File: src/rtl/quad_encoder_feedback_if.sv
// Encoder pins, control inputs and PID feedback outputs of quad_encoder_feedback.
// Optional: ENC_INDEX_EN adds the enc_index pin.
interface quad_encoder_feedback_if #(
  parameter int ERR_WIDTH = 8
);
  logic                 enc_a;
  logic                 enc_b;
`ifdef ENC_INDEX_EN
  logic                 enc_index;
`endif
  logic                 invert;
  logic                 zero;
  logic [31:0]          position;
  logic [15:0]          velocity;
  logic                 update_controller;
  logic [ERR_WIDTH-1:0] error_count;

`ifdef ENC_INDEX_EN
  modport master (output enc_a, enc_b, enc_index, invert, zero,
                  input  position, velocity, update_controller, error_count);
  modport slave  (input  enc_a, enc_b, enc_index, invert, zero,
                  output position, velocity, update_controller, error_count);
`else
  modport master (output enc_a, enc_b, invert, zero,
                  input  position, velocity, update_controller, error_count);
  modport slave  (input  enc_a, enc_b, invert, zero,
                  output position, velocity, update_controller, error_count);
`endif
endinterface

File: src/rtl/quad_encoder_feedback.sv
// Quadrature decoder producing windowed position/velocity snapshots for the PID loop.
// Optional: ENC_INDEX_EN adds a filtered index input that clears the position accumulator.
module quad_encoder_feedback #(
  parameter int FILTER_LEN = 4,
  parameter int UPDATE_DIV = 50000,
  parameter int ERR_WIDTH  = 8
) (
  input logic                    clock,
  input logic                    reset,
  quad_encoder_feedback_if.slave bus
);
`ifdef ENC_INDEX_EN
  localparam int unsigned NCH = 3;
`else
  localparam int unsigned NCH = 2;
`endif
  localparam int FCW = $clog2(FILTER_LEN + 1);
  localparam int WCW = $clog2(UPDATE_DIV);

  logic [NCH-1:0]       raw;
  logic [NCH-1:0]       sync1;
  logic [NCH-1:0]       sync2;
  logic [NCH-1:0]       last_smp;
  logic [NCH-1:0]       lvl;
  logic [NCH-1:0]       lvl_n;
  logic [FCW-1:0]       run   [NCH];
  logic [FCW-1:0]       run_n [NCH];
  logic [1:0]           vld;
  logic [1:0]           vld_n;
  logic                 primed;
  logic                 idx_edge;
  logic                 illegal;
  logic signed [31:0]   step;
  logic signed [31:0]   acc;
  logic signed [31:0]   acc_n;
  logic signed [31:0]   delta;
  logic signed [31:0]   delta_n;
  logic signed [15:0]   vel_sat;
  logic [WCW-1:0]       win;
  logic                 terminal;
  logic [31:0]          pos_q;
  logic [15:0]          vel_q;
  logic                 upd_q;
  logic [ERR_WIDTH-1:0] err_q;

`ifdef ENC_INDEX_EN
  assign raw      = {bus.enc_index, bus.enc_b, bus.enc_a};
  assign idx_edge = ~lvl[2] & lvl_n[2];
`else
  assign raw      = {bus.enc_b, bus.enc_a};
  assign idx_edge = 1'b0;
`endif

  function automatic logic [1:0] fwd_next(input logic [1:0] s);
    case (s)
      2'b00:   fwd_next = 2'b01;
      2'b01:   fwd_next = 2'b11;
      2'b11:   fwd_next = 2'b10;
      default: fwd_next = 2'b00;
    endcase
  endfunction

  // run counts consecutive equal synchronized samples, saturating at FILTER_LEN;
  // the level is accepted in the same cycle the run completes.
  always_comb begin : filter
    run_n = run;
    lvl_n = lvl;
    for (int unsigned i = 0; i < NCH; i++) begin
      if (sync2[i] != last_smp[i])
        run_n[i] = FCW'(1);
      else if (run[i] != FCW'(FILTER_LEN))
        run_n[i] = run[i] + 1'b1;
      if (run_n[i] == FCW'(FILTER_LEN))
        lvl_n[i] = sync2[i];
    end
    vld_n = vld | {run_n[1] == FCW'(FILTER_LEN), run_n[0] == FCW'(FILTER_LEN)};
  end

  always_comb begin : decode
    step    = '0;
    illegal = 1'b0;
    if (primed) begin
      if (lvl_n[1:0] == fwd_next(lvl[1:0]))
        step = 32'sd1;
      else if (lvl[1:0] == fwd_next(lvl_n[1:0]))
        step = -32'sd1;
      else if (lvl_n[1:0] != lvl[1:0])
        illegal = 1'b1;
    end
    if (bus.invert)
      step = -step;
    delta_n = delta + step;
    acc_n   = (bus.zero || idx_edge) ? '0 : acc + step;
    if (delta_n > 32'sd32767)
      vel_sat = 16'sh7fff;
    else if (delta_n < -32'sd32768)
      vel_sat = 16'sh8000;
    else
      vel_sat = delta_n[15:0];
  end

  assign terminal = (win == WCW'(UPDATE_DIV - 1));

  always_ff @(posedge clock or negedge reset) begin
    if (!reset) begin
      sync1    <= '0;
      sync2    <= '0;
      last_smp <= '0;
      run      <= '{default: '0};
      lvl      <= '0;
      vld      <= '0;
      primed   <= 1'b0;
      acc      <= '0;
      delta    <= '0;
      win      <= '0;
      pos_q    <= '0;
      vel_q    <= '0;
      upd_q    <= 1'b0;
      err_q    <= '0;
    end else begin
      sync1    <= raw;
      sync2    <= sync1;
      last_smp <= sync2;
      run      <= run_n;
      lvl      <= lvl_n;
      vld      <= vld_n;
      if (!primed && (&vld_n))
        primed <= 1'b1;
      acc <= acc_n;
      if (illegal && (err_q != '1))
        err_q <= err_q + 1'b1;
      upd_q <= terminal;
      if (terminal) begin
        win   <= '0;
        pos_q <= acc_n;
        vel_q <= vel_sat;
        delta <= '0;
      end else begin
        win   <= win + 1'b1;
        delta <= delta_n;
      end
    end
  end

  assign bus.position          = pos_q;
  assign bus.velocity          = vel_q;
  assign bus.update_controller = upd_q;
  assign bus.error_count       = err_q;
endmodule
File: src/flat_wrapper.sv
// flat-port wrapper written by rule: the top's interface ports become plain ports
module quad_encoder_feedback_flat 
#(
  parameter int FILTER_LEN = 4,
  parameter int UPDATE_DIV = 50000,
  parameter int ERR_WIDTH  = 8
)
  (clock, reset, bus_enc_a, bus_enc_b, bus_invert, bus_zero, bus_position, bus_velocity, bus_update_controller, bus_error_count);
  quad_encoder_feedback_if #(.ERR_WIDTH(ERR_WIDTH)) bus_i ();
  input logic clock;
  input logic reset;
  input wire logic [$bits(bus_i.enc_a)-1:0] bus_enc_a;
  input wire logic [$bits(bus_i.enc_b)-1:0] bus_enc_b;
  input wire logic [$bits(bus_i.invert)-1:0] bus_invert;
  input wire logic [$bits(bus_i.zero)-1:0] bus_zero;
  output wire logic [$bits(bus_i.position)-1:0] bus_position;
  output wire logic [$bits(bus_i.velocity)-1:0] bus_velocity;
  output wire logic [$bits(bus_i.update_controller)-1:0] bus_update_controller;
  output wire logic [$bits(bus_i.error_count)-1:0] bus_error_count;
  assign bus_i.enc_a = bus_enc_a;
  assign bus_i.enc_b = bus_enc_b;
  assign bus_i.invert = bus_invert;
  assign bus_i.zero = bus_zero;
  assign bus_position = bus_i.position;
  assign bus_velocity = bus_i.velocity;
  assign bus_update_controller = bus_i.update_controller;
  assign bus_error_count = bus_i.error_count;
  quad_encoder_feedback #(.FILTER_LEN(FILTER_LEN), .UPDATE_DIV(UPDATE_DIV), .ERR_WIDTH(ERR_WIDTH)) u_core (.clock(clock), .reset(reset), .bus(bus_i));
endmodule
File: config.mk
export PLATFORM = sky130hd
export DESIGN_NAME = quad_encoder_feedback_flat
export DESIGN_NICKNAME = d
export VERILOG_FILES = /design/src/rtl/quad_encoder_feedback_if.sv /design/src/rtl/quad_encoder_feedback.sv /design/src/flat_wrapper.sv
export SDC_FILE = /design/constraint.sdc
export NUM_CORES = 1
export LEC_CHECK = 0
export ABC_CLOCK_PERIOD_IN_PS = 7400
export BUFFER_PORTS_ARGS = -buffer_cell sky130_fd_sc_hd__buf_4
export CAP_MARGIN = 20
export CORE_UTILIZATION = 61
export CTS_CLUSTER_SIZE = 25
export DETAILED_ROUTE_END_ITERATION = 7
export PLACE_DENSITY = 0.8
export SLEW_MARGIN = 5
export SYNTH_ARGS = -nofsm -noshare
export SYNTH_HDL_FRONTEND = slang
export SYNTH_SLANG_ARGS = --single-unit
File: constraint.sdc
create_clock -name clock -period 7.4 [get_ports clock]
set_clock_uncertainty 0.05 [all_clocks]
set_input_delay 0.74 -clock clock [delete_from_list [all_inputs] [get_ports clock]]
set_output_delay 0.74 -clock clock [all_outputs]
set_load 0.01 [all_outputs]
==> results of run 1 <==
==> flip-flops by register name (all words and copies together), names as in the netlist, 6 cells and up <==
signal and count:
u_core.acc 32, u_core.bus.error_count 8, u_core.bus.position 32, u_core.bus.velocity 16, u_core.delta 32, u_core.run 6, u_core.win 16
==> worst max-delay path by stage <==
stage,from,to,cells after the start
5_1_grt,u_core.run[3],u_core.bus.velocity[3],22
4_1_cts,u_core.run[3],u_core.bus.velocity[12],22
6_report,u_core.run[3],u_core.bus.velocity[12],22
2_1_floorplan,u_core.run[3],u_core.bus.velocity[11],24
3_5_place_dp,u_core.run[3],u_core.bus.velocity[12],22
3_3_place_gp,u_core.run[3],u_core.bus.velocity[9],22
==> placed cells by master (no fill, tap or decap), types with 9 or more instances in the layout <==
master	synthesis	routed
and2_1	12	12
nand2_1	143	143
a21oi_1	62	62
o211ai_1	27	27
ha_1	69	69
and3_1	15	15
nor2_1	90	90
nand3b_1	9	9
nand2b_1	10	10
inv_1	23	23
clkbuf_16	0	17
buf_4	0	66
o31ai_1	11	11
a211oi_1	9	9
xor2_1	32	32
xnor2_1	46	46
o21ai_0	31	31
nor3_1	16	16
nand3_1	23	22
dfrtp_1	154	154
a31oi_1	9	9
nor2b_1	10	10
a21o_1	28	28
==> cell usage after synthesis, drive strengths merged, types with 7 or more instances <==
| library cell | number | area [sq um] |
|---|---|---|
| a211oi | 10 | 80.1 |
| nand2b | 10 | 62.6 |
| nand4 | 7 | 43.8 |
| xor2 | 32 | 280 |
| dfrtp | 154 | 3850 |
| a21o | 29 | 219 |
| xnor2 | 46 | 403 |
| a31oi | 9 | 56.3 |
| nand3b | 9 | 67.6 |
| nand2 | 143 | 537 |
| clkbuf | 16 | 61.3 |
| and3 | 15 | 93.8 |
| o21a | 7 | 52.6 |
| o31ai | 11 | 82.6 |
| inv | 24 | 90.1 |
| ha | 69 | 863 |
| nor3 | 16 | 80.1 |
| and2 | 12 | 75.1 |
| nand3 | 23 | 115 |
| o211a | 7 | 70.1 |
| o211ai | 28 | 215 |
| nor2b | 10 | 62.6 |
| o21ai | 36 | 184 |
| a21oi | 62 | 310 |
| a21boi | 8 | 60.1 |
| nor2 | 90 | 338 |
| buf | 12 | 65.1 |
==> logic make-up (layout without fill, tap and decap cells) <==
group,count (synthesis),count (layout),synth area share [%]
flip-flops,154,154,42.3
AND/OR/NAND/NOR,366,366,18.8
buffers and inverters,52,123,2.38
XOR/XNOR,78,78,7.50
multiplexers,6,6,0.714
adder cells (fa/ha/maj),71,71,9.92
AO/OA/AOI/OAI,246,246,18.4
==> layer usage <==
layer / share of wire (%) / global-route usage, % / up-vias
met2: 47 / 42.6 / 180
met1: 47 / 36.2 / 3544
li1: - / - / 3603
met4: 1.8 / 9.28 / 0
met5: 0 / 0 / -
met3: 4.2 / 5.39 / 29
==> area by class of cell <==
class                           count  area [sq um]  area share (%)
Tap cell                          184           230            2.23
Clock inverter                     12           164            1.58
Multi-Input combinational cell    767          5040            48.8
Clock buffer                       20           457            4.41
Sequential cell                   154          3850            37.2
Inverter                           24          90.1           0.871
Timing Repair Buffer               67           507            4.90
==> worst max-delay path: stages (launching register included) <==
cell      delay, ns
dfrtp_1        0.38
inv_1          0.07
ha_1           0.23
nor3b_1        0.19
o21ai_0        0.10
a211oi_1       0.63
o21ai_0        0.24
xnor2_1        0.24
xnor2_1        0.09
nor2_1         0.18
ha_1           0.18
a21o_2         0.37
buf_4          0.53
ha_1           0.45
and3_1         0.30
a311o_1        0.38
nand2_1        0.12
o21a_1         0.23
nor4_1         0.07
a311oi_1       0.39
nand4_1        0.18
o211ai_2       0.58
o211ai_1       0.20
==> through the flow <==
step	setup slack, ns	util [%]
CTS	0.842	71.2
global placement	1.09	66.9
floorplan	1.51	-
global route	0.173	71.2
detailed placement	0.910	66.9
finish	0.807	71.2
==> power breakdown <==
part	total, uW	internal, uW	switching [uW]
clock network	908	553	355
logic	3390	1320	2070
registers	1110	1040	73.2
==> impl_metrics.xml, run 1 <==
<?xml version="1.0" encoding="UTF-8"?>
<metrics>
  <group name="status">
    <metric name="result_of_the_run" unit="">complete, no violations</metric>
  </group>
  <group name="floorplanning">
    <metric name="die_area" unit="sq um">15400</metric>
    <metric name="die_width" unit="microns">124</metric>
    <metric name="start_util" unit="%">62.7</metric>
    <metric name="design.portCount" unit="">63</metric>
    <metric name="floorplan.die.height" unit="microns">124</metric>
    <metric name="core-area" unit="sq um">14500</metric>
    <metric name="placement_rows" unit="">44</metric>
  </group>
  <group name="routing">
    <metric name="drt-initial-drc-count" unit="">537</metric>
    <metric name="route.detailed.vias_per_inst" unit="">5.99</metric>
    <metric name="routed-via-count" unit="">7356</metric>
    <metric name="detail_route.first_pass.iterations" unit="">5</metric>
    <metric name="detail-route-antenna-nets" unit="">0</metric>
    <metric name="wire_per_inst" unit="microns">16.2</metric>
    <metric name="wl" unit="mm">19.9</metric>
    <metric name="drc" unit="">0</metric>
  </group>
  <group name="setup_path">
    <metric name="worstReg2RegStart" unit="">u_core.run[3]</metric>
    <metric name="timing.reg2reg.setup_slack" unit="ns">0.81</metric>
    <metric name="crit_path_start_kind" unit="">flip-flop</metric>
    <metric name="criticalPathCategory" unit="">reg -&gt; reg</metric>
    <metric name="worstReg2RegEnd" unit="">u_core.bus.velocity[12]</metric>
    <metric name="worstRegToRegCells" unit="">22</metric>
    <metric name="worst_ep_required_time" unit="ns">7.61</metric>
    <metric name="timing.critical_path.to_type" unit="">flip-flop</metric>
    <metric name="worst-endpoint-arrival" unit="ns">6.80</metric>
    <metric name="critical_path_peak_fanout" unit="">43</metric>
  </group>
  <group name="placed_design">
    <metric name="numPlacedInstances" unit="">1196</metric>
    <metric name="io_buf_count" unit="">62</metric>
    <metric name="gpl.final_weighted_congestion" unit="">0.904</metric>
    <metric name="dpl-instance-area" unit="sq um">9730</metric>
    <metric name="detailedPlacementHpwl" unit="mm">13.7</metric>
  </group>
  <group name="hold_path">
    <metric name="hold_path_startpoint" unit="">u_core.sync1[1]</metric>
    <metric name="hold_depth" unit="">0</metric>
    <metric name="min-delay-path-class" unit="">reg -&gt; reg</metric>
    <metric name="min_to" unit="">u_core.sync2[1]</metric>
  </group>
  <group name="global_route">
    <metric name="grt_util_all_layers" unit="%">26.7</metric>
    <metric name="grt_antenna_before_repair" unit="">0</metric>
    <metric name="first_global_vias" unit="">7168</metric>
    <metric name="overall_overflow_remaining_after_global_route" unit="">0</metric>
    <metric name="first_pass_grt_wire_length" unit="mm">33.8</metric>
    <metric name="grt_max_degree" unit="">92</metric>
  </group>
  <group name="power">
    <metric name="power.total" unit="uW">5410</metric>
    <metric name="vdd_ir_drop_max" unit="uV">343</metric>
    <metric name="p_leak" unit="uW">0.00495</metric>
    <metric name="cellPowerDensity" unit="nW/um^2">523</metric>
  </group>
  <group name="clocking">
    <metric name="cts_htree_levels" unit="">4</metric>
    <metric name="postCtsSetupBuffers" unit="">0</metric>
    <metric name="cts.sink_count" unit="">154</metric>
    <metric name="cts_max_path_buffers" unit="">2</metric>
    <metric name="cts_inserted_buffers" unit="">17</metric>
    <metric name="clk_transition_reported_paths" unit="ns">0.06</metric>
    <metric name="ctsResizeCount" unit="">0</metric>
    <metric name="tritoncts" unit="">yes</metric>
    <metric name="clk_root_buffer_cell" unit="">clkbuf_16</metric>
    <metric name="clock_network_latency_to_the_later_pin_of_the_worst_skew_pair" unit="ns">0.42</metric>
    <metric name="post_cts_hold_buffer_count" unit="">0</metric>
  </group>
  <group name="yosys">
    <metric name="yosysSeqAreaShare" unit="%">42.3</metric>
    <metric name="ys_warn_count" unit="">0</metric>
    <metric name="share_of_synthesized_flip_flops_with_an_asynchronous_set_or_reset" unit="%">100</metric>
    <metric name="mappedNetlistArea" unit="sq um">9110</metric>
    <metric name="post_synth_num_cell_types" unit="">76</metric>
    <metric name="postSynthRegisterBits" unit="">154</metric>
    <metric name="synth.net_count" unit="">1050</metric>
    <metric name="synth-edff-count" unit="">0</metric>
    <metric name="ys.flop_type" unit="">dfrtp_1</metric>
    <metric name="post_synthesis_instance_total" unit="">973</metric>
    <metric name="syn_area_per_cell" unit="sq um">9.36</metric>
  </group>
  <group name="timing">
    <metric name="clock.fmax" unit="MHz">152</metric>
    <metric name="worst-slew-pin-transition" unit="ns">0.803</metric>
    <metric name="tns" unit="ns">0</metric>
    <metric name="max-slew-margin-rel" unit="%">46.5</metric>
    <metric name="hold_ws" unit="ns">0.306</metric>
    <metric name="maxSlewViolCount" unit="">0</metric>
    <metric name="grt_setup_unrepaired" unit="">false</metric>
    <metric name="post-route-period-util" unit="%">89.1</metric>
    <metric name="finalWorstPathRequiredPeriod" unit="ns">6.59</metric>
    <metric name="report.final.setup_viol" unit="">0</metric>
    <metric name="final_hold_viol_count" unit="">0</metric>
  </group>
  <group name="cells_and_area">
    <metric name="final.fill_count" unit="">1123</metric>
    <metric name="n_antenna_cell" unit="">0</metric>
    <metric name="final-instance-count-excl-fill" unit="">1228</metric>
    <metric name="final_net_count" unit="">1108</metric>
    <metric name="layout.cell_area.non_filler" unit="sq um">10300</metric>
    <metric name="synthToLayoutAreaGrowth" unit="%">13.6</metric>
    <metric name="layout-drive-gt1-share" unit="%">11.3</metric>
  </group>
  <group name="flow_run">
    <metric name="drv_cap" unit="">0</metric>
  </group>
</metrics>
(Power assumes the default switching activity.)
==> run 2, diff against run 1 <==
Settings changed: ABC_AREA from default to 1, CORE_UTILIZATION 61 to 62, PLACE_DENSITY 0.8 to 0.81.
==> impl_metrics.xml, run 2 <==
<?xml version="1.0" encoding="UTF-8"?>
<metrics>
  <group name="clocking">
    <metric name="cts.sink_count" unit="">154</metric>
    <metric name="postCtsSetupBuffers" unit="">0</metric>
    <metric name="clk_root_buffer_cell" unit="">clkbuf_16</metric>
    <metric name="ctsResizeCount" unit="">0</metric>
    <metric name="tritoncts" unit="">yes</metric>
    <metric name="cts_max_path_buffers" unit="">2</metric>
    <metric name="clk_transition_reported_paths" unit="ns">0.06</metric>
    <metric name="cts_inserted_buffers" unit="">17</metric>
    <metric name="post_cts_hold_buffer_count" unit="">0</metric>
    <metric name="cts_htree_levels" unit="">4</metric>
    <metric name="clock_network_latency_to_the_later_pin_of_the_worst_skew_pair" unit="ns">0.43</metric>
  </group>
  <group name="status">
    <metric name="result_of_the_run" unit="">complete, no violations</metric>
  </group>
  <group name="setup_path">
    <metric name="worst_ep_required_time" unit="ns">7.67</metric>
    <metric name="cpMostUsedCell" unit="">nand2_1</metric>
    <metric name="worstReg2RegEnd" unit="">u_core.bus.velocity[2]</metric>
    <metric name="crit_path_start_kind" unit="">flip-flop</metric>
    <metric name="worst-endpoint-arrival" unit="ns">5.93</metric>
    <metric name="critical_path_peak_fanout" unit="">34</metric>
    <metric name="timing.reg2reg.setup_slack" unit="ns">1.74</metric>
    <metric name="cpPeakStageDelay" unit="ns">0.49</metric>
    <metric name="criticalPathCategory" unit="">reg -&gt; reg</metric>
    <metric name="timing.critical_path.to_type" unit="">flip-flop</metric>
    <metric name="critPathSlowestCell" unit="">buf_4</metric>
    <metric name="worstReg2RegStart" unit="">u_core.run[0]</metric>
    <metric name="worstRegToRegCells" unit="">32</metric>
  </group>
  <group name="yosys">
    <metric name="ys_warn_count" unit="">0</metric>
    <metric name="syn_area_per_cell" unit="sq um">7.14</metric>
    <metric name="synth-edff-count" unit="">0</metric>
    <metric name="share_of_synthesized_flip_flops_with_an_asynchronous_set_or_reset" unit="%">100</metric>
    <metric name="mappedNetlistArea" unit="sq um">10100</metric>
    <metric name="synthDominantAreaCellType" unit="">dfrtp_1</metric>
    <metric name="yosys.cell_count.top_type" unit="">nand2_1</metric>
    <metric name="synth.top_cells.by_area" unit="">dfrtp_1 (38%), nand2_1 (17%), ha_1 (8.5%)</metric>
    <metric name="postSynthRegisterBits" unit="">154</metric>
    <metric name="post_synthesis_instance_total" unit="">1418</metric>
    <metric name="ys.flop_type" unit="">dfrtp_1</metric>
    <metric name="post_synth_num_cell_types" unit="">43</metric>
    <metric name="synth.net_count" unit="">1495</metric>
    <metric name="yosysSeqAreaShare" unit="%">38.1</metric>
    <metric name="synthTopCellsByCount" unit="">nand2_1 (455), inv_1 (198), dfrtp_1 (154), nor2_1 (131), a21oi_1 (84)</metric>
    <metric name="yosys.area.top_type_share" unit="%">38.1</metric>
  </group>
  <group name="floorplanning">
    <metric name="die_area" unit="sq um">16800</metric>
    <metric name="design.portCount" unit="">63</metric>
    <metric name="die_width" unit="microns">130</metric>
    <metric name="floorplan.die.height" unit="microns">130</metric>
    <metric name="placement_rows" unit="">46</metric>
    <metric name="start_util" unit="%">63.7</metric>
    <metric name="core-area" unit="sq um">15900</metric>
  </group>
  <group name="cells_and_area">
    <metric name="layout.cell_area.non_filler" unit="sq um">11500</metric>
    <metric name="synthToLayoutAreaGrowth" unit="%">13.4</metric>
    <metric name="n_antenna_cell" unit="">0</metric>
    <metric name="final-instance-count-excl-fill" unit="">1716</metric>
    <metric name="layout_commonest_cell" unit="">nand2_1</metric>
    <metric name="final_net_count" unit="">1565</metric>
    <metric name="final_cell_mix" unit="">nand2_1 (455), inv_1 (197), dfrtp_1 (154)</metric>
    <metric name="layout-drive-gt1-share" unit="%">10.5</metric>
  </group>
  <group name="routing">
    <metric name="routed-via-count" unit="">9274</metric>
    <metric name="drt-initial-drc-count" unit="">492</metric>
    <metric name="detail-route-antenna-nets" unit="">0</metric>
    <metric name="detail_route.first_pass.iterations" unit="">6</metric>
    <metric name="wire_per_inst" unit="microns">13.9</metric>
    <metric name="wl" unit="mm">23.9</metric>
    <metric name="drc" unit="">0</metric>
    <metric name="route.detailed.vias_per_inst" unit="">5.40</metric>
  </group>
  <group name="placed_design">
    <metric name="dpl-instance-area" unit="sq um">10800</metric>
    <metric name="io_buf_count" unit="">62</metric>
    <metric name="numPlacedInstances" unit="">1684</metric>
    <metric name="detailedPlacementHpwl" unit="mm">17.5</metric>
    <metric name="gpl.final_weighted_congestion" unit="">0.962</metric>
  </group>
  <group name="global_route">
    <metric name="first_global_vias" unit="">8681</metric>
    <metric name="first_pass_grt_wire_length" unit="mm">39.7</metric>
    <metric name="grt_antenna_before_repair" unit="">0</metric>
    <metric name="grt_max_degree" unit="">82</metric>
    <metric name="overall_overflow_remaining_after_global_route" unit="">0</metric>
    <metric name="grt_util_all_layers" unit="%">30.2</metric>
  </group>
  <group name="timing">
    <metric name="final_hold_viol_count" unit="">0</metric>
    <metric name="finalWorstPathRequiredPeriod" unit="ns">5.66</metric>
    <metric name="report.final.setup_viol" unit="">0</metric>
    <metric name="post-route-period-util" unit="%">76.5</metric>
    <metric name="max-slew-margin-rel" unit="%">36.8</metric>
    <metric name="grt_setup_unrepaired" unit="">false</metric>
    <metric name="tns" unit="ns">0</metric>
    <metric name="worst-slew-pin-transition" unit="ns">0.948</metric>
    <metric name="clock.fmax" unit="MHz">177</metric>
    <metric name="maxSlewViolCount" unit="">0</metric>
  </group>
  <group name="flow_run">
    <metric name="drv_cap" unit="">0</metric>
  </group>
  <group name="hold_path">
    <metric name="min-delay-path-class" unit="">in -&gt; async</metric>
  </group>
</metrics>
## run 2: cell count changes after synthesis, sizes merged, moves of 11 or more
| cell | before | now |
|---|---|---|
| nor2 | 90 | 139 |
| o21ai | 36 | 60 |
| a21oi | 62 | 87 |
| nand2 | 143 | 478 |
| o211ai | 28 | 0 |
| a21o | 29 | 7 |
| xnor2 | 46 | 2 |
| inv | 24 | 207 |
| nand4 | 7 | 23 |
| nand3 | 23 | 73 |
| and3 | 15 | 0 |
| o31ai | 11 | 0 |
## run 2: cells by family (layout without fill, tap and decap cells)
| logic type | count (synthesis) | count (layout) | synth area share, % |
|---|---|---|---|
| DFF | 154 | 154 | 38.1 |
| adders and majority gates | 71 | 71 | 8.92 |
| buffers and inverters | 225 | 307 | 8.51 |
| AOI/OAI and AO/OA | 178 | 178 | 9.64 |
| and+or+nand+nor | 762 | 762 | 32.4 |
| xor gates and xnor gates | 28 | 28 | 2.50 |
## run 2: stage by stage
stage | util [%] | worst slack, ns | hold WS [ns]
after global routing | 72.3 | 1.09 | 0.310
final | 72.3 | 1.74 | 0.288
after CTS | 72.1 | 1.80 | 0.303
after global placement | 68.1 | 2.13 | 0.284
after floorplan | - | 2.43 | 0.281
after detailed placement | 68.1 | 1.86 | 0.288
## run 2: worst max path at each step
stage | from | endpoint | cells after the start
CTS | u_core.run[0] | u_core.bus.velocity[2] | 32
global placement | u_core.run[3] | u_core.bus.velocity[14] | 33
finish | u_core.run[0] | u_core.bus.velocity[2] | 32
global route | u_core.run[0] | u_core.bus.velocity[1] | 32
detailed placement | u_core.run[0] | u_core.bus.velocity[14] | 32
floorplan | u_core.run[3] | u_core.bus.velocity[10] | 33
## run 2: critical path, delay by kind of cell, from the launching register on
family / cells / cell delay, ns
adder cells (fa/ha/maj): 3 / 0.80
AND/OR/NAND/NOR: 23 / 2.60
buffers and inverters: 4 / 1.05
AO/OA/AOI/OAI: 2 / 0.64
flip-flops: 1 / 0.40
## run 2: layer usage
metal  GRT usage (%)  vias to the layer above  routed length, microns
li1                -                     4663                       -
met1            37.7                     4313                   10600
met2            52.5                      251                   11700
met3            5.08                       47                    1030
met4            11.3                        0                     490
met5               0                        -                       0
## run 2: layout make-up
type / instances / area (sq um)
clock buffer: 21 / 440
clock inverter: 10 / 191
fill: 1335 / 4400
inverter: 208 / 781
multi-input combinational: 1039 / 5410
sequential: 154 / 3850
tap: 216 / 270
timing repair buffer: 68 / 534
Power of run 2 is left out: the tool's default activity adds up to more than one toggle a clock period on the data nets, which glitch-free logic cannot reach.
==> run 3, diff against run 2 <==
Settings changed: ABC_AREA 1 to 0, ABC_CLOCK_PERIOD_IN_PS 7400 to 5300, CORE_UTILIZATION 62 to 61, PLACE_DENSITY 0.81 to 0.8.
Clock period 7.4 ns to 5.3 ns, I/O delays scaled along.
==> impl_metrics.xml, run 3 (synthesized netlist as in run 1, its figures left out) <==
<?xml version="1.0" encoding="UTF-8"?>
<metrics>
  <group name="routing">
    <metric name="detail_route.first_pass.iterations" unit="">5</metric>
    <metric name="wl" unit="mm">22.9</metric>
    <metric name="drc" unit="">0</metric>
    <metric name="wire_per_inst" unit="microns">17.5</metric>
    <metric name="route.detailed.vias_per_inst" unit="">6.09</metric>
    <metric name="drt-initial-drc-count" unit="">684</metric>
    <metric name="detail-route-antenna-nets" unit="">0</metric>
    <metric name="routed-via-count" unit="">7949</metric>
  </group>
  <group name="placed_design">
    <metric name="io_buf_count" unit="">62</metric>
    <metric name="post-place-ws" unit="ns">-0.402</metric>
    <metric name="detailedPlacementHpwl" unit="mm">14.4</metric>
    <metric name="dpl-instance-area" unit="sq um">10200</metric>
    <metric name="gpl.final_weighted_congestion" unit="">0.912</metric>
  </group>
  <group name="global_route">
    <metric name="grt_max_degree" unit="">109</metric>
    <metric name="first_global_vias" unit="">7472</metric>
    <metric name="first_pass_grt_wire_length" unit="mm">35.7</metric>
    <metric name="overall_overflow_remaining_after_global_route" unit="">0</metric>
    <metric name="grt_antenna_before_repair" unit="">0</metric>
    <metric name="grt_util_all_layers" unit="%">28.5</metric>
  </group>
  <group name="setup_path">
    <metric name="criticalPathCategory" unit="">reg -&gt; reg</metric>
    <metric name="worst-endpoint-arrival" unit="ns">5.69</metric>
    <metric name="worstReg2RegStart" unit="">u_core.run[3]</metric>
    <metric name="critical_path_peak_fanout" unit="">8</metric>
    <metric name="number_of_buffers_and_inverters_on_the_critical_path" unit="">3</metric>
    <metric name="critPathTopFamily" unit="">compound AO/OA/AOI/OAI gates</metric>
    <metric name="worstRegToRegCells" unit="">25</metric>
    <metric name="worstReg2RegEnd" unit="">u_core.bus.velocity[2]</metric>
    <metric name="timing.critical_path.to_type" unit="">flip-flop</metric>
    <metric name="worst_ep_required_time" unit="ns">5.58</metric>
    <metric name="critPathSlowestCell" unit="">dfrtp_1</metric>
    <metric name="critical_path_cell_count" unit="">25</metric>
    <metric name="cpPeakStageDelay" unit="ns">0.42</metric>
    <metric name="timing.reg2reg.setup_slack" unit="ns">-0.11</metric>
    <metric name="crit_path_start_kind" unit="">flip-flop</metric>
  </group>
  <group name="timing">
    <metric name="max-slew-margin-rel" unit="%">36.2</metric>
    <metric name="worst-slew-pin-transition" unit="ns">0.956</metric>
    <metric name="report.final.setup_viol" unit="">15</metric>
    <metric name="clock.fmax" unit="MHz">185</metric>
    <metric name="grt_setup_unrepaired" unit="">true</metric>
    <metric name="tns" unit="ns">-0.983</metric>
    <metric name="post-route-period-util" unit="%">102</metric>
    <metric name="post-route-worst-setup-slack" unit="ns">-0.112</metric>
    <metric name="maxSlewViolCount" unit="">0</metric>
    <metric name="final_hold_viol_count" unit="">0</metric>
    <metric name="finalWorstPathRequiredPeriod" unit="ns">5.41</metric>
  </group>
  <group name="clocking">
    <metric name="clock_network_latency_to_the_later_pin_of_the_worst_skew_pair" unit="ns">0.43</metric>
    <metric name="clk_root_buffer_cell" unit="">clkbuf_16</metric>
    <metric name="cts_max_path_buffers" unit="">2</metric>
    <metric name="tritoncts" unit="">yes</metric>
    <metric name="clk_transition_reported_paths" unit="ns">0.06</metric>
    <metric name="cts_htree_levels" unit="">4</metric>
    <metric name="cts_inserted_buffers" unit="">17</metric>
    <metric name="cts.sink_count" unit="">154</metric>
  </group>
  <group name="cells_and_area">
    <metric name="final_net_count" unit="">1186</metric>
    <metric name="synthToLayoutAreaGrowth" unit="%">25.1</metric>
    <metric name="n_antenna_cell" unit="">0</metric>
    <metric name="layout-drive-gt1-share" unit="%">23.4</metric>
    <metric name="layout_commonest_cell" unit="">dfrtp_1</metric>
    <metric name="layout.cell_area.non_filler" unit="sq um">11400</metric>
    <metric name="final_cell_mix" unit="">dfrtp_1 (154), nand2_1 (140), buf_4 (134)</metric>
  </group>
  <group name="floorplanning">
    <metric name="start_util" unit="%">62.7</metric>
    <metric name="placement_rows" unit="">44</metric>
    <metric name="design.portCount" unit="">63</metric>
    <metric name="floorplan.die.height" unit="microns">124</metric>
    <metric name="die_width" unit="microns">124</metric>
    <metric name="die_area" unit="sq um">15400</metric>
    <metric name="core-area" unit="sq um">14500</metric>
  </group>
  <group name="hold_path">
    <metric name="min_to" unit="">u_core.sync1[0]</metric>
    <metric name="min-delay-path-class" unit="">in -&gt; reg</metric>
    <metric name="hold_depth" unit="">1</metric>
    <metric name="hold_path_startpoint" unit="">bus_enc_a</metric>
  </group>
  <group name="flow_run">
    <metric name="drv_cap" unit="">0</metric>
  </group>
  <group name="status">
    <metric name="result_of_the_run" unit="">finished, violations left</metric>
    <metric name="failed_checks" unit="">setup timing</metric>
  </group>
</metrics>
run 3: cell types whose count changed in the layout (fill, tap and decap cells not counted), moves of 42 or more:
cell and change:
nor2_1 -43, nand2_1 -315, buf_4 +68, inv_1 -177
xnor2_1 +42, nand3_1 -44
run 3: worst register-to-register path: stages (launching register included):
cell	delay (ns)
dfrtp_1	0.42
ha_2	0.23
nor3b_2	0.19
o21ai_1	0.11
a211oi_2	0.33
nand2_1	0.13
o21ai_2	0.10
xnor2_2	0.15
xnor2_1	0.16
nor2_2	0.08
ha_4	0.27
inv_2	0.04
a21o_4	0.21
fa_2	0.41
a211oi_2	0.25
o21ai_2	0.12
o211ai_1	0.20
buf_4	0.18
nand2_4	0.06
a21boi_4	0.24
xor2_2	0.14
or3_4	0.40
nor4_4	0.27
a32oi_2	0.19
buf_6	0.20
o211ai_1	0.20
run 3: through the flow:
step | hold slack [ns] | std cells | util [%]
after floorplan | 0.184 | 973 | -
after global placement | 0.283 | 1249 | 70.0
after detailed placement | 0.288 | 1249 | 70.0
after CTS | 0.146 | 1300 | 76.3
after global routing | 0.136 | 1306 | 78.4
final | 0.157 | 1306 | 78.4
run 3: area by class of cell:
| type | count | area [sq um] |
|---|---|---|
| clock buffer | 20 | 437 |
| fill | 944 | 3130 |
| sequential | 154 | 3850 |
| clock inverter | 12 | 186 |
| tap | 184 | 230 |
| multi-input combinational | 768 | 5480 |
| timing repair buffer | 144 | 1120 |
| inverter | 24 | 90.1 |
run 3: worst max path at each step:
stage                        startpoint                 endpoint
after floorplan           u_core.run[3]  u_core.bus.velocity[11]
after global placement    u_core.run[3]   u_core.bus.velocity[0]
after detailed placement  u_core.run[3]   u_core.bus.velocity[1]
after CTS                 u_core.run[3]   u_core.bus.velocity[5]
after global routing      u_core.run[3]   u_core.bus.velocity[2]
final                     u_core.run[3]   u_core.bus.velocity[2]
run 3: layer usage:
layer  vias to the layer above  wire length, microns  global-route usage, %
met1                      3857                  9850                   37.8
met2                       273                 11400                   47.2
met4                         0                   474                   9.36
met3                        56                  1200                   5.04
li1                       3763                     -                      -
met5                         -                     0                      0
run 3: what timing repair did:
item,4_1_cts,5_1_grt
setup endpoints to repair,19,25
gates cloned,3,0
hold buffers,0,0
pin swaps,23,39
resized for setup,37,70
setup buffers,16,9
endpoints found under the hold margin,0,0
Power of run 3 is left out for the same reason.
